## src/rtl/mem_arbiter.sv

```systemverilog
// Round-robin arbiter sharing one single-port data memory among N_REQ requesters.
// Each grant runs IDLE -> ACCESS -> RESP, returning the read word with a one-cycle ack.
module mem_arbiter #(
    parameter int WIDTH = 64,
    parameter int N_REQ = 4,
    localparam int IDW = $clog2(N_REQ)
) (
    input  logic                   clk,
    input  logic                   rst_n,
    input  logic [N_REQ-1:0]       req,
    input  logic [N_REQ-1:0]       req_we,
    input  logic [N_REQ*WIDTH-1:0] req_addr,
    input  logic [N_REQ*WIDTH-1:0] req_wdata,
    output logic [N_REQ-1:0]       ack,
    output logic [WIDTH-1:0]       rdata,
    output logic                   busy,
    output logic [IDW-1:0]         owner,
    output logic                   mem_we,
    output logic [WIDTH-1:0]       mem_a,
    output logic [WIDTH-1:0]       mem_wd,
    input  logic [WIDTH-1:0]       mem_rd
);

    typedef enum logic [1:0] {
        IDLE   = 2'd0,
        ACCESS = 2'd1,
        RESP   = 2'd2
    } state_t;

    state_t             state_q, state_d;
    logic [IDW-1:0]     ptr_q, ptr_d;
    logic [IDW-1:0]     owner_q, owner_d;
    logic               mem_we_q, mem_we_d;
    logic [WIDTH-1:0]   mem_a_q, mem_a_d;
    logic [WIDTH-1:0]   mem_wd_q, mem_wd_d;
    logic [N_REQ-1:0]   ack_q, ack_d;
    logic [WIDTH-1:0]   rdata_q, rdata_d;

    logic [WIDTH-1:0]   addr_arr [N_REQ];
    logic [WIDTH-1:0]   wdata_arr [N_REQ];
    logic [IDW-1:0]     win;
    logic               found;
    int                 idx;

    for (genvar g = 0; g < N_REQ; g++) begin : g_unpack
        assign addr_arr[g]  = req_addr[g*WIDTH +: WIDTH];
        assign wdata_arr[g] = req_wdata[g*WIDTH +: WIDTH];
    end

    // First requesting index at or after ptr, wrapping modulo N_REQ.
    always_comb begin
        win   = '0;
        found = 1'b0;
        idx   = 0;
        for (int k = 0; k < N_REQ; k++) begin
            idx = (int'(ptr_q) + k) % N_REQ;
            if (!found && req[IDW'(idx)]) begin
                found = 1'b1;
                win   = IDW'(idx);
            end
        end
    end

    always_comb begin
        state_d  = state_q;
        ptr_d    = ptr_q;
        owner_d  = owner_q;
        mem_we_d = mem_we_q;
        mem_a_d  = mem_a_q;
        mem_wd_d = mem_wd_q;
        ack_d    = '0;
        rdata_d  = rdata_q;
        case (state_q)
            IDLE: begin
                if (found) begin
                    mem_a_d  = addr_arr[win];
                    mem_wd_d = wdata_arr[win];
                    mem_we_d = req_we[win];
                    owner_d  = win;
                    ptr_d    = IDW'((int'(win) + 1) % N_REQ);
                    state_d  = ACCESS;
                end
            end
            ACCESS: begin
                // The memory commits writes on the preceding negedge, so a write returns its new word.
                rdata_d        = mem_rd;
                mem_we_d       = 1'b0;
                ack_d[owner_q] = 1'b1;
                state_d        = RESP;
            end
            RESP: begin
                state_d = IDLE;
            end
            default: begin
                state_d = IDLE;
            end
        endcase
    end

    always_ff @(posedge clk or negedge rst_n) begin
        if (!rst_n) begin
            state_q  <= IDLE;
            ptr_q    <= '0;
            owner_q  <= '0;
            mem_we_q <= 1'b0;
            mem_a_q  <= '0;
            mem_wd_q <= '0;
            ack_q    <= '0;
            rdata_q  <= '0;
        end else begin
            state_q  <= state_d;
            ptr_q    <= ptr_d;
            owner_q  <= owner_d;
            mem_we_q <= mem_we_d;
            mem_a_q  <= mem_a_d;
            mem_wd_q <= mem_wd_d;
            ack_q    <= ack_d;
            rdata_q  <= rdata_d;
        end
    end

    assign busy   = (state_q == ACCESS) || (state_q == RESP);
    assign ack    = ack_q;
    assign rdata  = rdata_q;
    assign owner  = owner_q;
    assign mem_we = mem_we_q;
    assign mem_a  = mem_a_q;
    assign mem_wd = mem_wd_q;

endmodule

```

## config.mk

```make
export PLATFORM = sky130hd
export DESIGN_NAME = mem_arbiter
export DESIGN_NICKNAME = d
export VERILOG_FILES = /design/src/rtl/mem_arbiter.sv
export SDC_FILE = /design/constraint.sdc
export NUM_CORES = 1
export LEC_CHECK = 0
export ABC_AREA = 0
export ABC_CLOCK_PERIOD_IN_PS = 3700
export CORE_AREA = 8 8 298 300
export DETAILED_ROUTE_END_ITERATION = 10
export DIE_AREA = 0 0 306 308
export HOLD_SLACK_MARGIN = 0.06
export PLACE_DENSITY = 0.35
export SYNTH_ARGS = -nofsm -noshare
export SYNTH_HDL_FRONTEND = slang
export SYNTH_SLANG_ARGS = --single-unit
```

## constraint.sdc

```tcl
create_clock -name clk -period 3.7 [get_ports clk]
set_input_delay 0.74 -clock clk [delete_from_list [all_inputs] [get_ports clk]]
set_output_delay 0.74 -clock clk [all_outputs]
set_load 0.03 [all_outputs]
```

==> reports/metrics.csv <==
stage;metric;value;unit
run_status;status;completed;
floorplanning;io-pin-count;786;
critical_path;crit_buf_inv;2;
synth;syn_area;9722;um2
critical_path;crit_path_max_fanout;3;
pwr;p_leak;7.402;nW
final_layout;area_growth;104.3;%
critical_path;path_depth;3;
sta;slew_headroom;37.29;%
grt;grt_max_degree;73;
critical_path;reg2reg_slack;1220;ps
pwr;combPwrFrac;58.3;%
critical_path;critPathKind;reg -> out;
floorplanning;dieArea;94250;um2
pwr;power.density;865.3;nW/um2
grt;grt_usage;13.29;%
critical_path;reg2reg_from;ptr_q[1]$_DFFE_PN0P_;
synth;synthSimpleGateAreaFrac;6.384;%
floorplanning;start_util;11.54;%
synth;synth_compound_area_share;28.10;%
place;port_buffers;785;
routing;drc_errors;0;
synth;synth_mux_area_share;7.529;%
grt;grt_pass1_vias;12290;
sta;tns;0;ps
final_layout;fin_nets;2267;
critical_path;crit_start;state_q[0]$_DFFE_PN0P_;
critical_path;crit_arrival;2100;ps
clock_network;cts.htree.levels;1;
routing;wl_met1;25210;um
routing;wire_per_inst;24.11;um
clock_network;cts_buffers;29;
synth;syn_area_per_cell;10.38;um2
floorplanning;die-height;308;um
clock_network;cts_sinks;203;
floorplanning;rows;107;
final_layout;final_cell_mix;784 x clkdlybuf4s50_1, 259 x a21oi_1, 203 x dfrtp_1, 139 x nor2_1, 129 x a222oi_1;
routing;ant_nets;0;
critical_path;crit_path_end_kind;output port;
pwr;internal_power;0.009399;W
routing;dr.pass1.iters;11;
clock_network;ctsHoldBuffers;0;
sta;max_freq;351.6;MHz
final_layout;drive_gt1_share;8.466;%
synth;synthCells;937;
clock_network;clock-root-buffer;clkbuf_16;
pwr;pwr-share-clk;17.7;%
routing;dr_wl_met3;7318;um
clock_network;clkSlewWorstSetupHoldPaths;70;ps
synth;synthAdderAreaFrac;0.3861;%
synth;synth_cell_type_count;35;
floorplanning;die_x;306;um
synth;ys_warn_count;0;
place;hpwlAfterDp;52220;um
sta;final_max_slew_viol_count;0;
clock_network;clockBufferDepth;3;
routing;via_count;11360;
sta;fin_crit_sh;76.88;%
routing;drtIter0Drc;1060;
synth;synth_top_area_share;52.25;%
synth;ys_seq_area_share;52.25;%
worst_hold_path;holdCritPathClass;in -> async;
grt;grt_pass1_wl;92660;um
critical_path;cp-start-kind;flip-flop;
synth;ys_ff_latch;203;
synth;synth_top_family_by_area;compound AO/OA/AOI/OAI gates;
final_layout;nFillCells;9096;
clock_network;cts_tree;built;
routing;wl_met2;33720;um
sta;rsz0062_at_grt;no;
pwr;seq_power_share;24.0;%
synth;synth_area_leaders;dfrtp_1 52%, a21oi_1 13%, a222oi_1 13%, mux2_2 7.5%, nor2_1 5.4%;
critical_path;cpMaxStageDelayCell;clkdlybuf4s50_1;
pwr;peakVddDrop;0.4106;mV
sta;setup_violations;0;
pwr;power.share.switching;45.32;%
critical_path;worstPathCellList;inv_1 -> ha_1 -> clkdlybuf4s50_1;
grt;antenna_found_initial;20;
sta;finalHoldViolCount;0;
critical_path;endpoint;busy;
final_layout;multi_input_area;4178;um2
sta;finClkSkew;36.35;ps
sta;layout_min_cycle_time;2844;ps
sta;worst_pin_slew;940.7;ps
critical_path;cp.required;2960;ps
critical_path;crit_family;buffers and inverters;
routing;routed_wl;67560;um
floorplanning;coreArea;84210;um2
clock_network;cts_resized;0;
synth;yosysTopAreaCell;dfrtp_1;
critical_path;timing.rr.end;mem_wd[44]$_DFFE_PN0P_;
sta;timing.hold.ws;106.6;ps
routing;highest_layer;met5;
synth;synth_fp_nets;1526;
final_layout;seq_area;5080;um2
clock_network;clk_latency;600;ps
pwr;net-switching-power;0.007790;W
grt;grt-ovfl-total;0;
critical_path;critical_path.max_stage_delay;710;ps
final_layout;layout_commonest_cell;clkdlybuf4s50_1;
flow_run;max_cap_violations;0;
routing;viasPerCell;4.052;
place;place.gp.congestion;0.7624;
critical_path;r2r_cells;7;
synth;synth-xor-area-share;0;%
clock_network;postCtsSetupBuffers;0;
[power by group through the flow]
stage                     Sequential (W)  Combinational [W]  Clock, W
after floorplan                  0.00618            0.00337         0
after global placement           0.00414             0.0102         0
after detailed placement         0.00416             0.0103         0
after CTS                        0.00415             0.0103   0.00320
after global routing             0.00429             0.0108   0.00326
final                            0.00412             0.0100   0.00304
[cell type report]
class                           count  share of cell area [%]
Timing Repair Buffer              806                   41.13
Sequential cell                   203                   25.57
Multi-Input combinational cell    633                   21.03
Tap cell                         1090                   6.865
Clock buffer                       43                   4.371
Clock inverter                     11                  0.7999
Antenna cell                       11                  0.1386
Inverter                            5                 0.09448
[cell families after synthesis]
group,after synthesis
multiplexers,65
adder cells (fa/ha/maj),3
AND/OR/NAND/NOR,157
flip-flops,203
buffers and inverters,101
AO/OA/AOI/OAI,408
[worst min-delay path by stage]
| stage | start | endpoint | slack [ps] |
|---|---|---|---|
| floorplan | rst_n | ack[0]$_DFF_PN0_ | 440 |
| global placement | rdata[39]$_DFFE_PN0P_ | rdata[39]$_DFFE_PN0P_ | 490 |
| detailed placement | rdata[25]$_DFFE_PN0P_ | rdata[25]$_DFFE_PN0P_ | 490 |
| CTS | rst_n | state_q[0]$_DFFE_PN0P_ | 70 |
| global route | rst_n | mem_we$_DFFE_PN0P_ | 110 |
| finish | rst_n | rdata[10]$_DFFE_PN0P_ | 110 |
[metal layers]
layer  GRT usage [%]  vias up
met2           23.43      575
met1           14.56     5559
met4           3.130       12
met5               0        -
met3           5.999       73
li1                -     5136
[sequential cells by signal (all words and copies together), names as in the netlist]
signal / count
mem_we: 1
mem_wd: 64
ptr_q: 2
mem_a: 64
state_q: 2
ack: 4
owner: 2
rdata: 64
[Yosys cell counts]
| master | count |
|---|---|
| nand2_1 | 6 |
| a211oi_1 | 2 |
| clkbuf_1 | 52 |
| a31oi_1 | 1 |
| inv_1 | 5 |
| a21o_1 | 2 |
| o221a_2 | 1 |
| nor2b_1 | 2 |
| nor2b_2 | 1 |
| o21a_1 | 1 |
| buf_4 | 8 |
| mux2_2 | 65 |
| and3_1 | 1 |
| nor2_1 | 139 |
| buf_2 | 23 |
| o22ai_1 | 1 |
| dfrtp_1 | 203 |
| o311ai_0 | 1 |
| o21ai_2 | 1 |
| nand2b_1 | 2 |
| nor3_1 | 2 |
| a21boi_0 | 1 |
| nor3b_1 | 1 |
| buf_6 | 11 |
| a222oi_1 | 129 |
| a221oi_1 | 1 |
| buf_1 | 2 |
| or3_1 | 1 |
| o211a_1 | 1 |
| o31a_1 | 1 |
| ha_1 | 3 |
| and2_1 | 2 |
| o21ai_0 | 5 |
| o21ai_1 | 1 |
| a21oi_1 | 259 |
[stage by stage]
step	util [%]	power, W	setup slack (ps)	instance area [um2]	cells
after CTS	23.56	0.01764	778.4	19840	2791
final	23.59	0.01719	855.6	19870	2802
after detailed placement	22.34	0.01442	339.3	18810	2737
after global routing	23.58	0.01831	742.4	19860	2799
after global placement	22.34	0.01436	378.1	18810	2737
after floorplan	-	0.009551	1529	9722	937
(Power assumes the default switching activity.)
